<file path="config.mk">
export PLATFORM = sky130hd
export DESIGN_NAME = divisor_ctrl
export DESIGN_NICKNAME = d
export VERILOG_FILES = /design/src/rtl/divisor_ctrl.sv
export SDC_FILE = /design/constraint.sdc
export NUM_CORES = 1
export LEC_CHECK = 0
export ABC_CLOCK_PERIOD_IN_PS = 2550
export BUFFER_PORTS_ARGS = -buffer_cell sky130_fd_sc_hd__buf_2
export CAP_MARGIN = 0
export CORE_AREA = 2 2 80 82
export DETAILED_ROUTE_END_ITERATION = 6
export DIE_AREA = 0 0 82 84
export PLACE_DENSITY = 0.62
export SYNTH_ARGS = -nofsm -noshare
export SYNTH_HDL_FRONTEND = slang
export SYNTH_SLANG_ARGS = --single-unit
</file>
<file path="constraint.sdc">
create_clock -name clk -period 2.55 [get_ports clk]
set_input_delay 0.3825 -clock clk [delete_from_list [all_inputs] [get_ports clk]]
set_output_delay 0.3825 -clock clk [all_outputs]
set_load 0.01 [all_outputs]
</file>
<file path="src/rtl/divisor_ctrl.sv">
// Keypad-driven divider sequencer: collects two hex operands, launches the divider, shows the result.
// Optional WAIT timeout is compiled in with `define DIVCTRL_TIMEOUT_EN.
module divisor_ctrl #(
    parameter int W       = 8,
    parameter int TIMEOUT = 1024
) (
    input  logic           clk,
    input  logic           rst,
    input  logic           key_valid,
    input  logic [3:0]     key_code,
    input  logic           key_enter,
    input  logic           key_clear,
    output logic           div_start,
    output logic [W-1:0]   div_a,
    output logic [W-1:0]   div_b,
    input  logic           div_done,
    input  logic [W-1:0]   div_quot,
    input  logic [W-1:0]   div_rem,
    output logic [2*W-1:0] disp_val,
    output logic [1:0]     disp_mode,
    output logic           err
);
    localparam int NDIG = W / 4;

    if ((W % 4) != 0 || W < 4 || TIMEOUT < 1) begin : g_bad_param
        $error("divisor_ctrl: W must be a non-zero multiple of 4 and TIMEOUT >= 1");
    end

    typedef enum logic [2:0] {
        ST_ENT_A,
        ST_ENT_B,
        ST_START,
        ST_WAIT,
        ST_SHOW,
        ST_ERR
    } state_t;

    state_t         state_q, state_d;
    logic [W-1:0]   a_buf_q, a_buf_d;
    logic [W-1:0]   b_buf_q, b_buf_d;
    logic [W-1:0]   q_reg_q, q_reg_d;
    logic [W-1:0]   r_reg_q, r_reg_d;
    logic           tmo_expired;

`ifdef DIVCTRL_TIMEOUT_EN
    localparam int CW = $clog2(TIMEOUT + 1);

    logic [CW-1:0] tmo_q, tmo_d;

    assign tmo_expired = (tmo_q == '0);

    // Loaded on the way into WAIT so that WAIT lasts exactly TIMEOUT cycles.
    always_comb begin
        tmo_d = tmo_q;
        if (state_d == ST_WAIT && state_q != ST_WAIT) begin
            tmo_d = CW'(TIMEOUT - 1);
        end else if (state_q == ST_WAIT && tmo_q != '0) begin
            tmo_d = tmo_q - 1'b1;
        end
    end

    always_ff @(posedge clk) begin
        if (rst) begin
            tmo_q <= '0;
        end else begin
            tmo_q <= tmo_d;
        end
    end
`else
    assign tmo_expired = 1'b0;
`endif

    always_comb begin
        state_d = state_q;
        a_buf_d = a_buf_q;
        b_buf_d = b_buf_q;
        q_reg_d = q_reg_q;
        r_reg_d = r_reg_q;
        if (key_clear) begin
            state_d = ST_ENT_A;
            a_buf_d = '0;
            b_buf_d = '0;
        end else begin
            case (state_q)
                ST_ENT_A: begin
                    if (key_enter) begin
                        b_buf_d = '0;
                        state_d = ST_ENT_B;
                    end else if (key_valid) begin
                        a_buf_d = (a_buf_q << 4) | W'(key_code);
                    end
                end
                ST_ENT_B: begin
                    if (key_enter) begin
                        state_d = (b_buf_q == '0) ? ST_ERR : ST_START;
                    end else if (key_valid) begin
                        b_buf_d = (b_buf_q << 4) | W'(key_code);
                    end
                end
                ST_START: state_d = ST_WAIT;
                ST_WAIT: begin
                    // A completion in the expiry cycle still counts as a result.
                    if (div_done) begin
                        q_reg_d = div_quot;
                        r_reg_d = div_rem;
                        state_d = ST_SHOW;
                    end else if (tmo_expired) begin
                        state_d = ST_ERR;
                    end
                end
                ST_SHOW, ST_ERR: begin
                    // A new digit starts the next operand A; enter has priority and is a no-op here.
                    if (!key_enter && key_valid) begin
                        a_buf_d = W'(key_code);
                        b_buf_d = '0;
                        state_d = ST_ENT_A;
                    end
                end
                default: state_d = ST_ENT_A;
            endcase
        end
    end

    always_ff @(posedge clk) begin
        if (rst) begin
            state_q <= ST_ENT_A;
            a_buf_q <= '0;
            b_buf_q <= '0;
            q_reg_q <= '0;
            r_reg_q <= '0;
        end else begin
            state_q <= state_d;
            a_buf_q <= a_buf_d;
            b_buf_q <= b_buf_d;
            q_reg_q <= q_reg_d;
            r_reg_q <= r_reg_d;
        end
    end

    assign div_start = (state_q == ST_START);
    assign div_a     = a_buf_q;
    assign div_b     = b_buf_q;
    assign err       = (state_q == ST_ERR);

    always_comb begin
        disp_val  = {a_buf_q, b_buf_q};
        disp_mode = 2'd1;
        case (state_q)
            ST_ENT_A: begin
                disp_val  = {{W{1'b0}}, a_buf_q};
                disp_mode = 2'd0;
            end
            ST_SHOW: begin
                disp_val  = {q_reg_q, r_reg_q};
                disp_mode = 2'd2;
            end
            ST_ERR: begin
                disp_val  = {(2 * NDIG){4'hE}};
                disp_mode = 2'd3;
            end
            default: begin
                disp_val  = {a_buf_q, b_buf_q};
                disp_mode = 2'd1;
            end
        endcase
    end
endmodule

</file>
After elaboration in Yosys (flattened, before gate mapping)
Cells that the tools add are included.
- latch bits: 0
- memory bits (writable): 0
- memories kept: 0
- register bits after elaboration: 35
- input bits: 26
- bits in read-only memories: 0
- output and inout bits: 36
- add/sub/neg operators: 0
- div/mod/pow operators: 0
- shift-type cells: 0
- reduce and logical (&&, ||, !) cells: 12
- equal/unequal tests: 13
- bitwise gates (word level): 3
- $mul: 0
- mux-type cells: 17
- order comparisons: 0
- operators by type and width (operator ; number):
    8-bit two-way mux ; 7
    16-bit one-hot mux with 3 select lines ; 1
    8-bit one-hot mux with 3 select lines ; 1
    2-bit != test (second input constant) ; 8
    8-bit by 4-bit OR with 8-bit output ; 2
    8-bit one-hot mux with 2 select lines ; 1
    3-bit two-way mux ; 5
    3-bit one-hot mux with 5 select lines ; 1
    8-bit zero test ; 1
    4-bit AND reduction ; 2
    3-bit by 2-bit == test with 1-bit output (second input constant) ; 2
    3-bit == test (second input constant) ; 2
    2-bit one-hot mux with 3 select lines ; 1
    5-bit AND reduction ; 1
    2-bit OR reduction ; 2
    3-bit by 1-bit == test with 1-bit output (second input constant) ; 1
    3-bit zero test ; 1
    3-bit AND reduction ; 1
    3-bit nonzero test ; 1
    2-bit nonzero test ; 1
    1-bit logical AND ; 1
    1-bit zero test ; 1
    1-bit NOT ; 1

Logic depth before layout (Yosys ltp)
Gate-level depths: netlist of the first run.
- depth in word-level cells: 4
- depth in mapped cells: 7
- depth with buffers taken out: 4

Worst setup path after synthesis of the first run
No wires, ideal clock.
- path type: register to output
- from: reg state_q[1]
- to: out disp_val[10]
- required time: 2.168 ns
- buffers on the path: 2
- slack: 0.984 ns
- stages on the path, launching flop included: 6
- data arrival time: 1.184 ns
- cells stage by stage: dfxtp_1 buf_2 inv_1 nand2_1 buf_2 o21ai_0
- word-level cells in the longest chain between the ends: 2
- elaborated cells on any way between the ends: 4
- ends and longest elaborated chain (what ; line ; text):
    start, declared ; 38 ; state_t state_q, state_d;
    start signal, assigned ; 132 ; state_q <= state_d;
    3-bit == test or 3-bit zero test (tied branches) ; 148 ; case (state_q)
    16-bit one-hot mux with 3 select lines (*) ; 148 ;
    end, declared ; 19 ; output logic [2*W-1:0] disp_val,
Every way passes the cells marked *; elsewhere a longest branch is shown, timed or not.

Final worst setup path of the first run
Ends and elaborated chain as after synthesis.

==> results of run 1 <==
-- worst reg2reg max path: stages, from the launching register on --
cell and delay, ns:
dfxtp_1 0.62, buf_4 0.25, nor2_1 0.06, mux2i_1 0.13, nor2_2 0.42, mux2i_1 0.25
-- state kept, by name, summed over array words and instances (netlist names) --
signal,count
div_a,8
div_b,8
q_reg_q,8
r_reg_q,8
state_q,3
-- report_power, final --
group | leakage, nW | internal, mW | switching (mW) | total, mW
Clock | 0.0515 | 0.246 | 0.183 | 0.430
Combinational | 0.590 | 0.0464 | 0.0743 | 0.121
Sequential | 0.282 | 0.550 | 0.00649 | 0.557
Total | 0.924 | 0.843 | 0.264 | 1.11
-- worst min-delay path by stage --
stage,start,to,slack [ns],cells past startpoint
3_3_place_gp,q_reg_q[1],q_reg_q[1],0.48,2
5_1_grt,div_quot[6],q_reg_q[6],0.36,3
6_report,div_quot[4],q_reg_q[4],0.35,3
3_5_place_dp,div_a[7],div_a[7],0.48,2
2_1_floorplan,r_reg_q[3],r_reg_q[3],0.46,2
4_1_cts,div_quot[3],q_reg_q[3],0.34,3
-- cell families (layout without fill, tap and decap cells) --
| group | count (synthesis) | count (layout) | share of synthesized area |
|---|---|---|---|
| AO/OA/AOI/OAI | 39 | 39 | 0.1331 |
| buffers and inverters | 17 | 77 | 0.05722 |
| flip-flops | 35 | 35 | 0.4006 |
| multiplexers | 30 | 30 | 0.1717 |
| AND/OR/NAND/NOR | 91 | 91 | 0.2375 |
-- metal layers --
metal	GRT usage	wire, um	vias to the layer above
met3	0.03463	366	2
met2	0.2328	2421	64
met1	0.2238	2382	832
met4	0.05000	49	0
li1	-	-	853
met5	0	0	-
-- layout by cell type (no fill, tap or decap) --
| cell | netlist | layout |
|---|---|---|
| dfxtp_1 | 35 | 35 |
| nor3_1 | 1 | 1 |
| a32oi_1 | 1 | 1 |
| o22ai_1 | 4 | 4 |
| and3_1 | 1 | 1 |
| mux2i_1 | 30 | 30 |
| a31oi_1 | 1 | 1 |
| a32o_1 | 2 | 2 |
| o211ai_1 | 1 | 1 |
| nand4_1 | 1 | 1 |
| a21oi_1 | 15 | 15 |
| o2bb2ai_1 | 1 | 1 |
| clkbuf_8 | 0 | 7 |
| inv_1 | 4 | 4 |
| nor4_1 | 2 | 2 |
| nor4_4 | 1 | 1 |
| and2b_1 | 1 | 1 |
| nand2_1 | 38 | 38 |
| o32ai_1 | 1 | 1 |
| nand3_1 | 6 | 6 |
| nor2b_1 | 2 | 2 |
| o21ai_0 | 10 | 10 |
| a22oi_1 | 2 | 2 |
| a211oi_1 | 1 | 1 |
| clkbuf_1 | 5 | 1 |
| nor2_2 | 2 | 2 |
| nor2_1 | 32 | 32 |
| and2_1 | 1 | 1 |
| nor3b_2 | 1 | 1 |
| or2_2 | 1 | 1 |
| inv_2 | 1 | 1 |
| nand2b_4 | 1 | 1 |
| buf_2 | 4 | 61 |
| buf_4 | 0 | 3 |
-- area by class of cell --
| type | count | area, sq um | share of cell area |
|---|---|---|---|
| Tap cell | 77 | 96.34 | 0.04395 |
| Multi-Input combinational cell | 160 | 948.4 | 0.4326 |
| Timing Repair Buffer | 64 | 327.8 | 0.1495 |
| Clock buffer | 8 | 100.1 | 0.04566 |
| Inverter | 5 | 18.77 | 0.008562 |
| Sequential cell | 35 | 700.7 | 0.3196 |
==> results.ini, run 1 <==
[clock_network]
post_cts_buffers = 0
clock-sinks = 35
cts_made_buffers = 5
clkTransAtPathRegs_ns = 0.07
cts_root_buf = clkbuf_8
cts_tree = yes
cts_buffer_depth = 2
htree_levels = 2
clkLatencyLatePin_ns = 0.28
ctsResizeCount = 0
holdBufCountCts = 0

[placed_design]
placed_area_sq_um = 2092
place_congestion = 0.8486
pre_cts_ws_ns = 0.6223
port_buffers = 61
dpl.hpwl_mm = 4.041
place_inst = 341

[worst_setup_path]
r2r_end = div_b[3]
cp-startpoint = state_q[1]
critPathTopFamily = flip-flops
worstSetupPathType = flop to output port
crit_chain = inv_1 -> nand2_1 -> o21ai_0 -> buf_2
reg2reg_depth = 5
crit_cells = 4
critPathLaunchType = flop
required_ns = 2.17
reg2reg_slack_ns = 0.76
critPathBufInv = 2
reg2reg_from = state_q[2]
endpoint_kind = output port
endpoint = disp_val[10]
critPathMaxStageDelay_ns = 0.61
cp_max_fo = 13
cp.arrival_ns = 1.89
cp_slowest_cell = dfxtp_1

[outcome]
status = finished, final reports clean

[synth]
postSynthCellCount = 212
yosysWarningCount = 0
synth_cell_types = 34
ys_seq_area_frac = 0.4006
synth_fp_nets = 238
synth-seq-cells = 35
syn_area_sq_um = 1749
synth_edf_count = 0
yosys-top-cells-count = nand2_1, dfxtp_1, nor2_1
synth.most_common_cell = nand2_1
netlist_top_cells_area = dfxtp_1, mux2i_1, nand2_1, nor2_1, a21oi_1
synth_async_sr_flop_share = 0
synth_top_area_share = 0.4006
synth_flop_cell = dfxtp_1
synth_area_per_cell_sq_um = 8.251
yosysTopAreaCell = dfxtp_1

[timing]
hold_viol_final = 0
clock.fmax_mhz = 439.8
worst_slack_ns = 0.2761
final.setup_skew_ns = 0.01005
fin_hold_ws_ns = 0.3457
rsz0062_at_grt = false
worst_pin_slew_ns = 0.7107
tns_ns = 0
setup_viol = 0
final-max-slew-violation-count = 0
fin_crit_ns = 2.274
fin_crit_sh = 0.8917
maxSlewHeadroom = 0.5245

[routing]
drc = 0
routed_wl_mm = 5.219
drt_iter0_markers = 124
vias = 1751
dr.pass1.iters = 4
ant_nets = 0
drt-wirelength-per-cell_um = 14.95
viasPerCell = 5.017

[final_layout]
fillerInstances = 672
postLayoutCoreUtil = 0.3596
final_cells = 349
final_cell_area_sq_um = 2192
syn_to_final_growth_pct = 25.32
final_nets = 297
n_antenna_cell = 0
drive_above_1_share = 0.2868

[power]
irDropWorstVdd_mv = 0.1943
power_mw = 1.107
cellLeakagePower_nw = 0.9240
power.density_nw_per_um2 = 505.0

[global_routing]
grt_max_degree = 20
first_global_vias = 1578
grt_pass1_wl_mm = 8.204
grt_usage = 0.1570
antenna_found_initial = 0
grt_overflow = 0

[die]
fp.dieH_um = 84
num_rows = 29
die_area_sq_um = 6888
die_w_um = 82
io_pins = 62
initial_core_util = 0.2869
core_area_sq_um = 6096

[min_path]
hp-class = input pin to flop

[job]
maxCapViolations = 0

Power figures use the tool's default switching activity.
==> inputs of run 2 (changes only) <==
REMOVE_ABC_BUFFERS = 1   (was default)
SLEW_MARGIN = 15   (was default)
==> results.ini, run 2 (synthesis gave the netlist of run 1 again) <==
[clock_network]
cts_made_buffers = 5  ; unchanged
clkLatencyLatePin_ns = 0.28  ; about the same
cts_root_buf = clkbuf_8
htree_levels = 2  ; unchanged
clock-sinks = 35  ; unchanged
cts_tree = yes
post_cts_buffers = 0  ; unchanged
holdBufCountCts = 0  ; unchanged
ctsResizeCount = 0  ; unchanged
clkTransAtPathRegs_ns = 0.08  ; about the same
cts_buffer_depth = 2  ; unchanged

[final_layout]
final_cells = 350  ; +0.29%
syn_to_final_growth_pct = 25.25  ; about the same
final_cell_mix = buf_2, nand2_1, dfxtp_1, nor2_1, mux2i_1
fillerInstances = 661  ; -1.6%
drive_above_1_share = 0.2894  ; +0.002613
n_antenna_cell = 0  ; unchanged
final_nets = 298  ; +0.34%
postLayoutCoreUtil = 0.3594  ; about the same
final_common_cell = buf_2

[routing]
vias = 1692  ; -3.4%
routed_wl_mm = 4.832  ; -7.4%
ant_nets = 0  ; unchanged
drt_iter0_markers = 84  ; -32%
viasPerCell = 4.834  ; -3.6%
dr.pass1.iters = 4  ; unchanged
wl_met2_mm = 2.280  ; -5.8%
wl_met3_um = 308  ; -16%
drt-wirelength-per-cell_um = 13.81  ; -7.7%
top_layer = met4
drc = 0  ; unchanged
wl_met1_mm = 2.228  ; -6.5%

[power]
power_mw = 1.067  ; -3.6%
p_clk_frac = 0.365  ; -0.023
irDropWorstVdd_mv = 0.2613  ; +34%
p_sw_mw = 0.2803  ; +6.1%
cellLeakagePower_nw = 0.9277  ; +0.40%
power.share.sequential = 0.521  ; +0.018
switching_share = 0.2626  ; +0.02400
power.density_nw_per_um2 = 487.1  ; -3.5%
p_int_mw = 0.7870  ; -6.6%
p_comb_frac = 0.113  ; +0.004

[die]
io_pins = 62  ; unchanged
die_area_sq_um = 6888  ; unchanged
die_w_um = 82  ; unchanged
core_area_sq_um = 6096  ; unchanged
num_rows = 29  ; unchanged
fp.dieH_um = 84  ; unchanged
initial_core_util = 0.2869  ; unchanged

[timing]
hold_viol_final = 0  ; unchanged
fin_hold_ws_ns = 0.3302  ; -0.01555 ns
final.setup_skew_ns = 0.006411  ; -0.003636 ns
worst_pin_slew_ns = 0.7365  ; +0.02580 ns
final-max-slew-violation-count = 0  ; unchanged
setup_viol = 0  ; unchanged
fin_crit_ns = 2.150  ; -0.1244 ns
fin_crit_sh = 0.8430  ; -0.04878
maxSlewHeadroom = 0.5072  ; -0.01726
rsz0062_at_grt = false
tns_ns = 0  ; unchanged
clock.fmax_mhz = 465.2  ; +5.8%

[global_routing]
grt_usage = 0.1409  ; -0.01615
first_global_vias = 1579  ; +0.063%
antenna_found_initial = 0  ; unchanged
grt_max_degree = 20  ; unchanged
grt_overflow = 0  ; unchanged
grt_pass1_wl_mm = 7.527  ; -8.3%

[worst_setup_path]
endpoint_kind = output port
cp.arrival_ns = 1.77  ; -0.12 ns
required_ns = 2.17  ; about the same
worstSetupPathType = flop to output port
cp_max_fo = 13  ; unchanged
critPathLaunchType = flop

[placed_design]
port_buffers = 61  ; unchanged
place_inst = 342  ; +0.29%
place_congestion = 0.8208  ; -3.3%
dpl.hpwl_mm = 3.664  ; -9.3%

[outcome]
status = finished, final reports clean

[min_path]
hp-class = input pin to flop

[job]
maxCapViolations = 0  ; unchanged

[run 2: metrics by stage]
step	setup WS, ns	instance area (sq um)
floorplan	0.4384	1668
global placement	0.7616	2106
detailed placement	0.6996	2106
CTS	0.3926	2191
global route	0.2310	2191
finish	0.4005	2191
[run 2: final timing paths]
path,startpoint,end,slack (ns),cells past startpoint
worst max-delay path,state_q[1],disp_val[10],0.40,4
worst min-delay path,div_quot[2],q_reg_q[2],0.33,3
worst max register to register,state_q[0],div_b[7],0.89,5
worst min register to register,q_reg_q[3],q_reg_q[3],0.50,2
[run 2: worst max-delay path, cell delays in order, from the launching register on]
cell and delay, ns:
dfxtp_1 0.57, inv_1 0.21, nand2_1 0.38, o21ai_0 0.16, buf_2 0.16
[run 2: power groups by stage]
stage	sequential (mW)	combinational [mW]	clock (mW)
floorplan	0.571	0.0600	0
global placement	0.569	0.121	0
detailed placement	0.569	0.122	0
CTS	0.556	0.122	0.404
global route	0.557	0.134	0.424
finish	0.557	0.121	0.390
[run 2: routing by layer]
| metal | track usage | up-vias |
|---|---|---|
| li1 | - | 851 |
| met1 | 0.1852 | 776 |
| met2 | 0.2343 | 61 |
| met3 | 0.03139 | 4 |
| met4 | 0.02727 | 0 |
| met5 | 0 | - |
[run 2: area by class of cell]
cell class	count	area [sq um]	area share
Sequential cell	35	700.7	0.3198
Multi-Input combinational cell	160	954.7	0.4358
Tap cell	77	96.34	0.04397
Inverter	5	18.77	0.008567
Timing Repair Buffer	65	335.3	0.1531
Clock buffer	6	72.57	0.03312
Clock inverter	2	12.51	0.005711
==> inputs of run 3 (changes only) <==
ABC_CLOCK_PERIOD_IN_PS = 2210   (was 2550)
clock period = 2.21 ns   (was 2.55 ns; I/O delays follow)
==> results.ini, run 3 (synthesis gave the netlist of run 1 again) <==
[clock_network]
clkLatencyLatePin_ns = 0.29  ; about the same
htree_levels = 2  ; unchanged
holdBufCountCts = 0  ; unchanged
cts_root_buf = clkbuf_8
ctsResizeCount = 0  ; unchanged
post_cts_buffers = 0  ; unchanged
clkTransAtPathRegs_ns = 0.07  ; about the same
cts_buffer_depth = 2  ; unchanged
cts_tree = yes
cts_made_buffers = 5  ; unchanged
clock-sinks = 35  ; unchanged

[global_routing]
grt_pass1_wl_mm = 7.748  ; +2.9%
grt_max_degree = 20  ; unchanged
grt_overflow = 0  ; unchanged
grt_usage = 0.1489  ; +0.008085
antenna_found_initial = 0  ; unchanged
first_global_vias = 1542  ; -2.3%

[final_layout]
final_cells = 351  ; +0.29%
fillerInstances = 634  ; -4.1%
final_cell_mix = buf_2, nand2_1, dfxtp_1, nor2_1, mux2i_1
final_cell_area_sq_um = 2216  ; +1.1%
drive_above_1_share = 0.2956  ; +0.006243
final_common_cell = buf_2
syn_to_final_growth_pct = 26.68
final_nets = 299  ; +0.34%
n_antenna_cell = 0  ; unchanged

[min_path]
worstHoldEndpoint = q_reg_q[2]
hp-class = input pin to flop
whs_path_depth = 3  ; unchanged
min_from = div_quot[2]

[timing]
maxSlewHeadroom = 0.6513  ; +0.1441
final-max-slew-violation-count = 0  ; unchanged
fin_crit_ns = 2.047
hold_viol_final = 0  ; unchanged
setup_viol = 0  ; unchanged
fin_hold_ws_ns = 0.2700  ; -0.06022 ns
tns_ns = 0  ; unchanged
fin_crit_sh = 0.9263
final.setup_skew_ns = 0.005442  ; -0.0009689 ns
clock.fmax_mhz = 488.5
rsz0062_at_grt = true
worst_pin_slew_ns = 0.5225  ; -0.2140 ns

[worst_setup_path]
reg2reg_from = state_q[1]
cp_max_fo = 11  ; -2
critPathLaunchType = flop
reg2reg_depth = 5  ; unchanged
required_ns = 1.88  ; -0.29 ns
worstSetupPathType = flop to output port
reg2reg_slack_ns = 0.50  ; -0.39 ns
endpoint_kind = output port
cp.arrival_ns = 1.72  ; -0.05 ns
r2r_end = q_reg_q[1]

[routing]
drt-wirelength-per-cell_um = 14.23  ; +3.0%
routed_wl_mm = 4.993  ; +3.3%
viasPerCell = 4.792  ; -0.87%
ant_nets = 0  ; unchanged
drt_iter0_markers = 135  ; +61%
dr.pass1.iters = 4  ; unchanged
vias = 1682  ; -0.59%
drc = 0  ; unchanged

[power]
p_sw_mw = 0.3310  ; +18%
power.density_nw_per_um2 = 588.8  ; +21%
p_clk_frac = 0.399  ; +0.034
cellLeakagePower_nw = 0.9437  ; +1.7%
irDropWorstVdd_mv = 0.2092  ; -20%
p_comb_frac = 0.109  ; -0.004
switching_share = 0.2537  ; -0.008916
p_int_mw = 0.9737  ; +24%
power.share.sequential = 0.492  ; -0.029

[job]
maxCapViolations = 0  ; unchanged

[die]
die_w_um = 82  ; unchanged
initial_core_util = 0.2869  ; unchanged
core_area_sq_um = 6096  ; unchanged
io_pins = 62  ; unchanged
fp.dieH_um = 84  ; unchanged
die_area_sq_um = 6888  ; unchanged
num_rows = 29  ; unchanged

[placed_design]
place_inst = 343  ; +0.29%
port_buffers = 61  ; unchanged
dpl.hpwl_mm = 3.728  ; +1.8%
place_congestion = 0.8697  ; +6.0%
placed_area_sq_um = 2113  ; +0.36%

[outcome]
status = finished, final reports clean

run 3: area by class of cell:
cell class              instances  area (sq um)  area share
clock buffers                   8         100.1     0.04517
well taps                      77         96.34     0.04348
flip-flops and latches         35         700.7      0.3162
multi-input cells             160         957.2      0.4320
repair buffers                 66         342.8      0.1547
inverters                       5         18.77    0.008470
run 3: through the flow:
stage               worst slack [ns]  power [mW]  utilization
finish                        0.1629       1.305       0.3635
global route               -0.001336       1.347       0.3635
floorplan                    0.09844      0.7279            -
detailed placement            0.3737      0.7992       0.3467
global placement              0.4425      0.7984       0.3467
CTS                          0.06048       1.307       0.3631
run 3: power by group through the flow:
stage	Combinational (mW)	Clock (mW)	Sequential [mW]
floorplan	0.0692	0	0.659
global placement	0.142	0	0.657
detailed placement	0.143	0	0.657
CTS	0.143	0.522	0.642
global route	0.157	0.548	0.643
finish	0.142	0.520	0.643
run 3: worst max-delay path: stages (launching register included):
cell	delay (ns)
dfxtp_1	0.59
nor2_2	0.18
inv_2	0.21
o22ai_1	0.11
a21oi_1	0.17
buf_2	0.15
run 3: worst max path at each step:
| stage | from | end | slack (ns) |
|---|---|---|---|
| finish | state_q[1] | disp_val[2] | 0.16 |
| global route | state_q[1] | disp_val[2] | -0.001 |
| CTS | state_q[1] | disp_val[13] | 0.06 |
| detailed placement | state_q[1] | disp_val[13] | 0.37 |
| global placement | state_q[1] | disp_val[15] | 0.44 |
| floorplan | state_q[1] | q_reg_q[0] | 0.1 |
run 3: metal layers:
layer  part of all wire  wire, um  track usage
met2               0.45      2260       0.2299
met3              0.067       335      0.04329
met1               0.47      2367       0.2004
met5                  0         0            0
met4             0.0060        30      0.04091
